$ cat config.mk
export PLATFORM = sky130hd
export DESIGN_NAME = voting_machine_param
export DESIGN_NICKNAME = d
export VERILOG_FILES = /design/src/rtl/voting_machine_param.sv
export SDC_FILE = /design/constraint.sdc
export NUM_CORES = 1
export LEC_CHECK = 0
export BUFFER_PORTS_ARGS = -buffer_cell sky130_fd_sc_hd__buf_4
export CORE_MARGIN = 5
export CORE_UTILIZATION = 25
export DETAILED_ROUTE_END_ITERATION = 12
export SLEW_MARGIN = 10
export SYNTH_ARGS = -nofsm -noshare
export SYNTH_HDL_FRONTEND = slang
export SYNTH_SLANG_ARGS = --single-unit
$ cat constraint.sdc
create_clock -name clk -period 17.48 [get_ports clk]
set_clock_uncertainty 0.1 [all_clocks]
set_input_delay 1.748 -clock clk [delete_from_list [all_inputs] [get_ports clk]]
set_output_delay 1.748 -clock clk [all_outputs]
set_load 0.005 [all_outputs]
$ cat src/rtl/voting_machine_param.sv
// N-candidate voting machine: debounced single-button votes, multi-press reject, lockout, saturating counts.
// Vote counted DEBOUNCE edges after the first sampled press; results and led are registered one cycle behind the counts.
module voting_machine_param #(
    parameter int NUM_CAND = 4,
    parameter int CNT_W    = 8,
    parameter int DEBOUNCE = 10,
    parameter int LOCKOUT  = 8,
    parameter int IDX_W    = $clog2(NUM_CAND)
) (
    input  logic                   clk,
    input  logic                   reset,
    input  logic                   mode,
    input  logic [NUM_CAND-1:0]    button,
    output logic [CNT_W-1:0]       led,
    output logic                   vote_valid,
    output logic                   vote_reject,
    output logic [IDX_W-1:0]       vote_idx,
    output logic [CNT_W+IDX_W-1:0] total_votes,
    output logic [IDX_W-1:0]       winner_idx,
    output logic                   winner_valid,
    output logic                   tie
);

    typedef enum logic [1:0] {S_IDLE, S_DEB, S_HOLD, S_LOCK} state_t;

    state_t                   r_state, w_state_nxt;
    logic [31:0]              r_dcnt, w_dcnt_nxt;
    logic [31:0]              r_lcnt, w_lcnt_nxt;
    logic [IDX_W-1:0]         r_idx, w_idx_nxt;
    logic                     w_cnt_en, w_rej;
    logic                     r_vld, r_rej;
    logic [IDX_W-1:0]         r_vote_idx;
    logic [CNT_W-1:0]         r_cnt [NUM_CAND];
    logic [CNT_W-1:0]         r_led, w_led_nxt;
    logic [CNT_W+IDX_W-1:0]   r_total, w_sum;
    logic [IDX_W-1:0]         r_winner_idx, w_max_idx;
    logic                     r_winner_vld, r_tie;
    logic [CNT_W-1:0]         w_max;
    logic [IDX_W:0]           w_nmax;
    logic [IDX_W-1:0]         w_low_idx;
    logic                     w_any, w_single;
    logic [NUM_CAND-1:0]      w_idx_onehot;

    assign w_any        = |button;
    assign w_single     = $onehot(button);
    assign w_idx_onehot = NUM_CAND'(1) << r_idx;

    always_comb begin
        w_low_idx = '0;
        for (int i = NUM_CAND - 1; i >= 0; i--) begin
            if (button[i]) w_low_idx = IDX_W'(i);
        end
    end

    always_ff @(posedge clk) begin
        if (!reset) r_state <= S_IDLE;
        else        r_state <= w_state_nxt;
    end

    always_comb begin
        w_state_nxt = r_state;
        w_dcnt_nxt  = r_dcnt;
        w_lcnt_nxt  = r_lcnt;
        w_idx_nxt   = r_idx;
        w_cnt_en    = 1'b0;
        w_rej       = 1'b0;
        if (mode) begin
            w_state_nxt = S_IDLE;
            w_dcnt_nxt  = '0;
            w_lcnt_nxt  = '0;
        end else begin
            case (r_state)
                S_IDLE: begin
                    if (w_single) begin
                        w_state_nxt = S_DEB;
                        w_idx_nxt   = w_low_idx;
                        w_dcnt_nxt  = 32'd1;
                    end else if (w_any) begin
                        w_state_nxt = S_HOLD;
                        w_rej       = 1'b1;
                    end
                end
                S_DEB: begin
                    if (button == w_idx_onehot) begin
                        if (r_dcnt >= 32'(DEBOUNCE)) begin
                            w_cnt_en    = 1'b1;
                            w_state_nxt = S_HOLD;
                        end else begin
                            w_dcnt_nxt = r_dcnt + 32'd1;
                        end
                    end else if (!w_any) begin
                        w_state_nxt = S_IDLE;
                    end else begin
                        w_state_nxt = S_HOLD;
                        w_rej       = 1'b1;
                    end
                end
                S_HOLD: begin
                    if (!w_any) begin
                        w_state_nxt = (LOCKOUT == 0) ? S_IDLE : S_LOCK;
                        w_lcnt_nxt  = '0;
                    end
                end
                S_LOCK: begin
                    // Buttons are ignored here; a press still held at exit restarts debounce from IDLE.
                    if (r_lcnt + 32'd1 >= 32'(LOCKOUT)) w_state_nxt = S_IDLE;
                    else                                w_lcnt_nxt  = r_lcnt + 32'd1;
                end
                default: w_state_nxt = S_IDLE;
            endcase
        end
    end

    always_comb begin
        w_max     = '0;
        w_max_idx = '0;
        w_nmax    = '0;
        w_sum     = '0;
        for (int i = 0; i < NUM_CAND; i++) begin
            w_sum = w_sum + (CNT_W+IDX_W)'(r_cnt[i]);
            if (r_cnt[i] > w_max) begin
                w_max     = r_cnt[i];
                w_max_idx = IDX_W'(i);
            end
        end
        for (int i = 0; i < NUM_CAND; i++) begin
            if (r_cnt[i] == w_max) w_nmax = w_nmax + (IDX_W+1)'(1);
        end
    end

    always_comb begin
        w_led_nxt = r_cnt[r_vote_idx];
        if (mode) w_led_nxt = w_any ? r_cnt[w_low_idx] : r_cnt[r_winner_idx];
    end

    always_ff @(posedge clk) begin
        if (!reset) begin
            r_dcnt       <= '0;
            r_lcnt       <= '0;
            r_idx        <= '0;
            r_vld        <= 1'b0;
            r_rej        <= 1'b0;
            r_vote_idx   <= '0;
            r_led        <= '0;
            r_total      <= '0;
            r_winner_idx <= '0;
            r_winner_vld <= 1'b0;
            r_tie        <= 1'b0;
            for (int i = 0; i < NUM_CAND; i++) r_cnt[i] <= '0;
        end else begin
            r_dcnt       <= w_dcnt_nxt;
            r_lcnt       <= w_lcnt_nxt;
            r_idx        <= w_idx_nxt;
            r_vld        <= w_cnt_en;
            r_rej        <= w_rej;
            r_led        <= w_led_nxt;
            r_total      <= w_sum;
            r_winner_idx <= w_max_idx;
            r_winner_vld <= (w_max != '0) && (w_nmax == (IDX_W+1)'(1));
            r_tie        <= (w_max != '0) && (w_nmax >= (IDX_W+1)'(2));
            if (w_cnt_en) begin
                r_vote_idx <= r_idx;
                if (r_cnt[r_idx] != '1) r_cnt[r_idx] <= r_cnt[r_idx] + CNT_W'(1);
            end
        end
    end

    assign led          = r_led;
    assign vote_valid   = r_vld;
    assign vote_reject  = r_rej;
    assign vote_idx     = r_vote_idx;
    assign total_votes  = r_total;
    assign winner_idx   = r_winner_idx;
    assign winner_valid = r_winner_vld;
    assign tie          = r_tie;

endmodule

== Word level (Yosys, flattened, before mapping) ==
Memory sizes are Yosys's and may differ from the RTL's. A register that Yosys moved wholly into a read port is not among the register bits.
Index checks and enable logic that the tools add are counted.
Cells by class
  reductions and logical operators: 13
  add/subtract/negate cells: 12
  $lt $le $gt $ge: 7
  shifts and indexed selects: 1
  multiply operators: 0
  div/mod/pow operators: 0
  equal/unequal tests: 19
  bitwise operators: 2
  muxes and demuxes: 53
Operator list (number)
  two-way mux 32 bit: 5
  one-hot mux 32 bit (2 select lines): 2
  adder 32 x 1 -> 32 bit, second input constant: 2
  greater-or-equal comparator 32 x 4 -> 1 bit, second input constant: 2
  two-way mux 8 bit: 7
  two-way mux 2 bit: 19
  == test 8 bit: 4
  > comparator 8 bit: 3
  two-way mux 1 bit: 15
  != test 2 bit, second input constant: 6
  adder 10 x 8 -> 10 bit: 1
  adder 9 x 8 -> 10 bit: 1
  adder 3 x 1 -> 3 bit, second input constant: 3
  adder 8 x 8 -> 9 bit: 1
  two-way mux 3 bit: 3
  adder 8 x 1 -> 8 bit, second input constant: 1
  > comparator 8 x 1 -> 1 bit, second input constant: 1
  != test 8 bit, second input constant: 1
  one-hot mux 2 bit (4 select lines): 1
  AND reduction 4 bit: 2
  nonzero test 8 bit: 1
  OR reduction 8 bit: 1
  == test 3 x 1 -> 1 bit, second input constant: 2
  != test 3 bit, second input constant: 2
  other kinds (15): 21
Word-level totals
  bits in read-only memories: 0
  bits in writable memories: 32
  bits in latches: 0
  input port bits: 7
  memories kept: 1
  flip-flop bits (word level): 94
  logic and storage cells: 120
  output and inout bits: 26
Memories
  r_cnt: depth 4, bits a word 8, rd ports 8, clocked after memory_dff 3, write ports 4, line 33  | logic [CNT_W-1:0] r_cnt [NUM_CAND];

== Longest topological paths before layout ==
Gate-level depths: netlist of run 1.
An unclocked memory read counts as a cell.
  depth in word-level cells: 19
  gate-level depth with buffers: 37
  depth with buffers taken out: 33

== Least setup slack after synthesis of run 1 ==
No wires, ideal clock.
  path type: register to register
  start point: mem r_cnt[0][1]
  end point: reg r_winner_vld (netlist: winner_valid)
  arrival: 6.964 ns
  required time: 17.310 ns
  path buffers: 3
  period minus slack after synthesis: 7.135 ns
  setup time: 0.070 ns
  cell stages (with the launch flop): 37
  setup slack: 10.345 ns
  path through: edfxtp_1 inv_1 ha_1 nor2b_1 o211a_1 o211ai_1 clkbuf_1 nand3_1 and2_1 ha_1 nor2b_1 o211ai_1 a211o_1 clkbuf_1 and2_1 clkbuf_1 a31oi_1 inv_1 ha_1 and4_1 nand2_1 o21ai_0 a31oi_1 inv_1 mux2i_1 xnor2_1 nand4_1 or3_1 ha_1 nor2_1 a21o_1 ha_1 xnor2_1 nand2_1 mux2i_1 o2111ai_1 o2bb2ai_1
RTL lines
  start: declaration: line 33
  end signal: assignment: line 159  | r_winner_vld <= (w_max != '0) && (w_nmax == (IDX_W+1)'(1));
  end: declaration: line 37  | logic r_winner_vld, r_tie;

==> qor.yml, run 1 <==
synth-seq-cells: 130
synth_top_family_by_area: "simple AND/OR/NAND/NOR gates"
cts.sinks: 130
ctsResizeCount: 0
layout_commonest_cell: "dfxtp_1"
finalCritPeriodShare_pct: 47.7
maxSlewHeadroom_pct: 14.8
synth_cell_types: 71
antenna_found_initial: 0
place_ws_ns: 9.35
reg2reg_to: "winner_valid"
synth.yosys.seq_area_share_pct: 34.9
synth_simple_gate_area_share_pct: 21.4
r2r-start: "r_cnt[0][1]"
gp_congestion: 0.891
p_leak_nw: 3.69
muxShareOfSynthArea_pct: 9.60
worst_hold_slack_ns: 0.360
syn-instance-count: 863
grt.overflow.total: 0
slew_violations: 0
setup_ws_ns: 9.13
p_seq_share_pct: 41.3
synth.cell_area_um2: 8360
crit_top_cell: "ha_1"
synth_edf_count: 32
rows: 67
synth_nets: 931
slowest_delay_ns: 1.00
synth-compound-area-share_pct: 12.0
clockBufferDepth: 2
die_y_um: 193
cpMaxStageDelayCell: "o211ai_1"
coreArea_um2: 33300
worst_ep_required_time_ns: 17.72
drt_wl_total_mm: 20.6
cts_tree: "done"
p_sw_share_pct: 29.7
worst_slew_pin_slew_ns: 1.27
ys_async_sr_fraction_pct: 0
r2r_cells: 31
hold_class: "reg -> reg"
layout_common_cells: "dfxtp_1, and2_1, nor2_1, nand2_1, ha_1"
worstSkewPairLatency_ns: 0.42
cts_root_buf: "clkbuf_16"
n_fill_cell: 3454
rsz0062_at_grt: "no"
yosysWarnings: 0
endpoint: "winner_valid"
drtIter0Drc: 546
ys.flop_type: "dfxtp_1"
cell_internal_pwr_mw: 0.577
holdBufCountCts: 0
pwr-share-clk_pct: 39.4
path_buf_inv: 3
vias: 6457
combPwrFrac_pct: 19.3
die_w_um: 193
post-dp-hpwl_mm: 14.6
cp.arrival_ns: 8.59
finalSetupViolCount: 0
synth_adder_area_share_pct: 10.7
htreeDepth: 4
drv_cap: 0
cts_made_buffers: 17
grt_usage_pct: 11.3
die_area_um2: 37200
crit_type: "reg -> reg"
final.setup.tns_ns: 0
p_switching_mw: 0.244
crit_start: "r_cnt[0][1]"
grt_first_pass_wirelength_mm: 33.6
drc_errors: 0
wl_per_cell_um: 15.5
viasPerCell: 4.85
grt_start_max_net_pins: 39
nNetsFinal: 937
cp.depth: 31
drive_gt1_share_pct: 13.3
r2r_setup_slack_ns: 9.13
numPortBuffers: 32
start_kind: "register"
drt-pass1-iter-count: 5
syn-mean-instance-area_um2: 9.69
critPathMaxFanout: 19
ant_nets: 0
irDropWorstVdd_mv: 0.0657
cp_top_family: "compound AO/OA/AOI/OAI gates"
hold_violations: 0
start_util_pct: 25.1
grt_pass1_vias: 6149
endpoint_kind: "register"
max_freq_mhz: 120
post-route-util_pct: 28.6
post_cts_buffers: 0
syn_to_final_growth_pct: 13.6
status: "completed"
synth_xor_xnor_area_share_pct: 7.33
clk_pin_slew_ns: 0.06
diodes: 0
boundaryPins: 33
pwr_density_cell_nw_per_um2: 86.3
period_needed_ns: 8.35
-- worst register-to-register path: cells and delay by family, from the launching register on --
| family | cells | cell delay, ns |
|---|---|---|
| flip-flops | 1 | 0.54 |
| XOR/XNOR | 2 | 0.31 |
| AND/OR/NAND/NOR | 10 | 2.04 |
| AO/OA/AOI/OAI | 9 | 2.90 |
| buffers and inverters | 3 | 0.52 |
| multiplexers | 2 | 0.52 |
| adder cells (fa/ha/maj) | 5 | 1.32 |
-- through the flow --
stage | total power [mW] | std cells | area [um2]
after floorplan | 0.458 | 863 | 8360
after global placement | 0.500 | 1298 | 8970
after detailed placement | 0.503 | 1298 | 8970
after CTS | 0.831 | 1330 | 9500
after global routing | 0.867 | 1330 | 9510
final | 0.821 | 1330 | 9510
-- cells in the mapped netlist (25+ instances only) --
cell type / instances / area share (%)
nand4_1: 25 / 1.9
edfxtp_1: 32 / 11
xnor2_1: 39 / 4.1
a21oi_1: 34 / 2.0
ha_1: 44 / 6.6
nand2_1: 53 / 2.4
xor2_1: 31 / 3.2
and2_1: 67 / 5.0
clkbuf_1: 34 / 1.5
inv_1: 38 / 1.7
dfxtp_1: 98 / 23
nor2_1: 61 / 2.7
-- state kept, by name, summed over array words and instances (netlist names), named ones only --
signal        cells
vote_valid        1
vote_idx          2
r_idx             2
r_lcnt           32
winner_valid      1
tie               1
r_dcnt           32
total_votes      10
r_state           2
winner_idx        2
led               8
vote_reject       1
r_cnt            32
-- final cells by class --
type | count | area (um2) | share of cell area, %
Clock inverter | 14 | 101 | 1.07
Clock buffer | 18 | 429 | 4.51
Inverter | 39 | 146 | 1.54
Multi-Input combinational cell | 649 | 5100 | 53.7
Tap cell | 448 | 561 | 5.90
Timing Repair Buffer | 32 | 240 | 2.53
Sequential cell | 130 | 2920 | 30.7
-- cell families after synthesis --
| group | after synthesis |
|---|---|
| AND/OR/NAND/NOR | 325 |
| buffers and inverters | 84 |
| flip-flops | 130 |
| adder cells (fa/ha/maj) | 61 |
| multiplexers | 50 |
| AO/OA/AOI/OAI | 143 |
| XOR/XNOR | 70 |
-- power groups by stage --
stage | Sequential [mW] | Combinational (mW) | Clock [mW]
final | 0.339 | 0.158 | 0.324
after detailed placement | 0.345 | 0.158 | 0
after CTS | 0.338 | 0.159 | 0.334
after floorplan | 0.333 | 0.125 | 0
after global placement | 0.345 | 0.155 | 0
after global routing | 0.341 | 0.179 | 0.347
-- metal layers --
layer	vias to the layer above	track usage, %	wire, um
met1	3065	15.1	9320
met2	214	17.9	9280
met5	-	0	0
met4	0	5.01	673
li1	3140	-	-
met3	38	2.12	1320
-- worst min-delay path by stage --
stage | startpoint | end | slack, ns | cells after the start
final | r_dcnt[20] | r_dcnt[20] | 0.36 | 1
after global routing | r_dcnt[16] | r_dcnt[16] | 0.38 | 1
after floorplan | r_dcnt[20] | r_dcnt[20] | 0.33 | 1
after global placement | r_dcnt[27] | r_dcnt[27] | 0.34 | 1
after detailed placement | r_dcnt[27] | r_dcnt[27] | 0.34 | 1
after CTS | r_dcnt[27] | r_dcnt[27] | 0.36 | 1
No activity file was read; power rests on OpenSTA's default activity.
==> run 2: changes to the inputs <==
ABC_AREA = 1   (was unset)
clock period = 7.2 ns   (was 17.48 ns; I/O delays follow)
==> run 2 against run 1 <==
Compared with the run above: final area increased by 7.3%; first-iteration DRC count increased by 13%; sequential share of layout area decreased by 2.1 points; clock-buffer cell count decreased by 1; hold slack got worse by 0.021 ns; synthesized cell count increased by 44%; die area increased by 5.2%; register-to-register slack got worse by 8.4 ns; core utilization increased by 0.83 points; cell count increased by 31%; via count increased by 29%; critical endpoint unchanged; largest cell class unchanged.
==> qor.yml, run 2 <==
cts_tree: "done"
grt_first_pass_wirelength_mm: 44.3  # +32%
ant_nets: 0  # unchanged
hold-path-cell-count: 2  # +1
slowest_delay_ns: 0.51  # -0.49 ns
sequential_cell_area_um2: 2920  # unchanged
cts.sinks: 130  # unchanged
grt.overflow.total: 0  # unchanged
holdBufCountCts: 0  # unchanged
antenna_found_initial: 0  # unchanged
clockBufferDepth: 2  # unchanged
yosysWarnings: 0  # unchanged
cts_root_buf: "clkbuf_16"
drive_gt1_share_pct: 9.80  # -3.5 points
pwr_density_cell_nw_per_um2: 217  # +150%
drt_wl_total_mm: 28.3  # +38%
syn-instance-count: 1240  # +44%
post-route-util_pct: 29.4  # +0.83 points
place_ws_ns: 0.731  # -8.62 ns
status: "completed"
gp_congestion: 0.992  # +11%
cpMaxStageDelayCell: "edfxtp_1"
grt_start_max_net_pins: 35  # -10%
die_y_um: 198  # +2.6%
n_fill_cell: 3793  # +9.8%
synthTopCellsByCount: "nand2_1, nor2_1, inv_1"
synth_top_cell_by_area: "dfxtp_1"
synth_cell_types: 47  # -34%
final.setup.tns_ns: 0  # unchanged
critPathMaxFanout: 28  # +9
drc_errors: 0  # unchanged
syn_to_final_growth_pct: 15.6
synth-seq-cells: 130  # unchanged
endpoint_kind: "register"
yosysTopAreaCellShare_pct: 22.2  # -1.2 points
numPortBuffers: 32  # unchanged
nNetsFinal: 1341  # +43%
finalPower_mw: 2.22  # +170%
crit_type: "reg -> reg"
rows: 68  # +1.5%
layout_common_cells: "nand2_1, nor2_1, inv_1, dfxtp_1, nand3_1"
grt_usage_pct: 14.5  # +3.2 points
ys.flop_type: "dfxtp_1"
start_util_pct: 25.4  # +0.29 points
worst_ep_required_time_ns: 7.47  # -10.25 ns
coreArea_um2: 34700  # +4.3%
syn-mean-instance-area_um2: 7.12  # -27%
synth.cell_area_um2: 8830  # +5.5%
worst_hold_slack_ns: 0.339  # -0.0214 ns
post_cts_buffers: 0  # unchanged
boundaryPins: 33  # unchanged
synth_nets: 1308  # +40%
start_kind: "register"
worst_slew_pin_slew_ns: 0.961  # -0.311 ns
ctsResizeCount: 0  # unchanged
p_leak_nw: 4.35  # +18%
post-dp-hpwl_mm: 21.1  # +44%
worstSkewPairLatency_ns: 0.43  # about the same
maxSlewHeadroom_pct: 35.7  # +21 points
top_regs: "r_cnt x32, r_dcnt x32, r_lcnt x32"
die_w_um: 198  # +2.6%
slew_violations: 0  # unchanged
drt-pass1-iter-count: 6  # +1
r2r_cells: 40  # +29%
cp.arrival_ns: 6.72  # -1.87 ns
rsz0062_at_grt: "no"
multi_input_area_um2: 5170  # +1.2%
grt_pass1_vias: 7981  # +30%
crit_top_cell: "nand2_1"
clk_pin_slew_ns: 0.07  # about the same
synth_edf_count: 32  # unchanged
diodes: 0  # unchanged
synth.yosys.seq_area_share_pct: 33.1  # -1.8 points
die_area_um2: 39200  # +5.2%
drv_cap: 0  # unchanged
layout_commonest_cell: "nand2_1"
hold_class: "reg -> reg"
drtIter0Drc: 617  # +13%
hold_violations: 0  # unchanged
irDropWorstVdd_mv: 0.163  # +150%
viasPerCell: 4.77  # -1.7%
yosysMostFrequentCell: "nand2_1"
vias: 8312  # +29%
setup_ws_ns: 0.753  # -8.38 ns
wl_per_cell_um: 16.3  # +5.1%
period_needed_ns: 6.45  # -1.90 ns
htreeDepth: 4  # unchanged
ys_async_sr_fraction_pct: 0  # unchanged
finalCritPeriodShare_pct: 89.5  # +42 points
finalSetupViolCount: 0  # unchanged
max_freq_mhz: 155  # +29%
yosys-top-cells-area: "dfxtp_1, edfxtp_1, nand2_1"
cts_made_buffers: 17  # unchanged
-- run 2: stage by stage --
stage	instances	instance area, um2
2_1_floorplan	1240	8830
3_3_place_gp	1709	9610
3_5_place_dp	1709	9610
4_1_cts	1741	10200
5_1_grt	1741	10200
6_report	1741	10200
-- run 2: final timing paths --
path	startpoint	endpoint	slack (ns)
worst max-delay path	r_cnt[0][6]	winner_valid	0.75
worst min-delay path	r_dcnt[11]	r_dcnt[11]	0.34
worst max register to register	r_cnt[0][6]	winner_valid	0.75
worst min register to register	r_dcnt[11]	r_dcnt[11]	0.34
-- run 2: layout make-up --
| class | instances | area share (%) |
|---|---|---|
| clock inverters | 15 | 1.62 |
| repair buffers | 54 | 3.97 |
| well taps | 455 | 5.58 |
| inverters | 146 | 5.38 |
| clock buffers | 17 | 4.17 |
| multi-input cells | 924 | 50.6 |
| flip-flops and latches | 130 | 28.6 |
-- run 2: cells by family after synthesis --
| kind of cell | count (synthesis) | share of synthesized area, % |
|---|---|---|
| AO/OA/AOI/OAI | 202 | 12.5 |
| XOR/XNOR | 47 | 4.66 |
| adder cells (fa/ha/maj) | 61 | 10.1 |
| buffers and inverters | 186 | 8.41 |
| flip-flops | 130 | 33.1 |
| AND/OR/NAND/NOR | 614 | 31.2 |
-- run 2: report_power, final --
group	total (mW)	switching (mW)	leakage (nW)	internal, mW
clock network	0.875	0.381	0.290	0.494
registers	0.818	0.0423	1.13	0.776
logic	0.524	0.349	2.94	0.175
-- run 2: routing by layer --
| layer | global-route usage (%) | routed length, um | vias to the layer above |
|---|---|---|---|
| met5 | 0 | 0 | - |
| met4 | 6.22 | 1120 | 0 |
| met3 | 3.32 | 1750 | 75 |
| met1 | 19.0 | 12600 | 3785 |
| li1 | - | - | 4163 |
| met2 | 23.1 | 12900 | 289 |
-- run 2: critical path, delay by kind of cell (launching register included) --
family	cells	cell delay [ns]
AND/OR/NAND/NOR	25	3.03
buffers and inverters	7	0.84
XOR/XNOR	1	0.18
adder cells (fa/ha/maj)	5	1.46
flip-flops	1	0.51
AO/OA/AOI/OAI	2	0.24
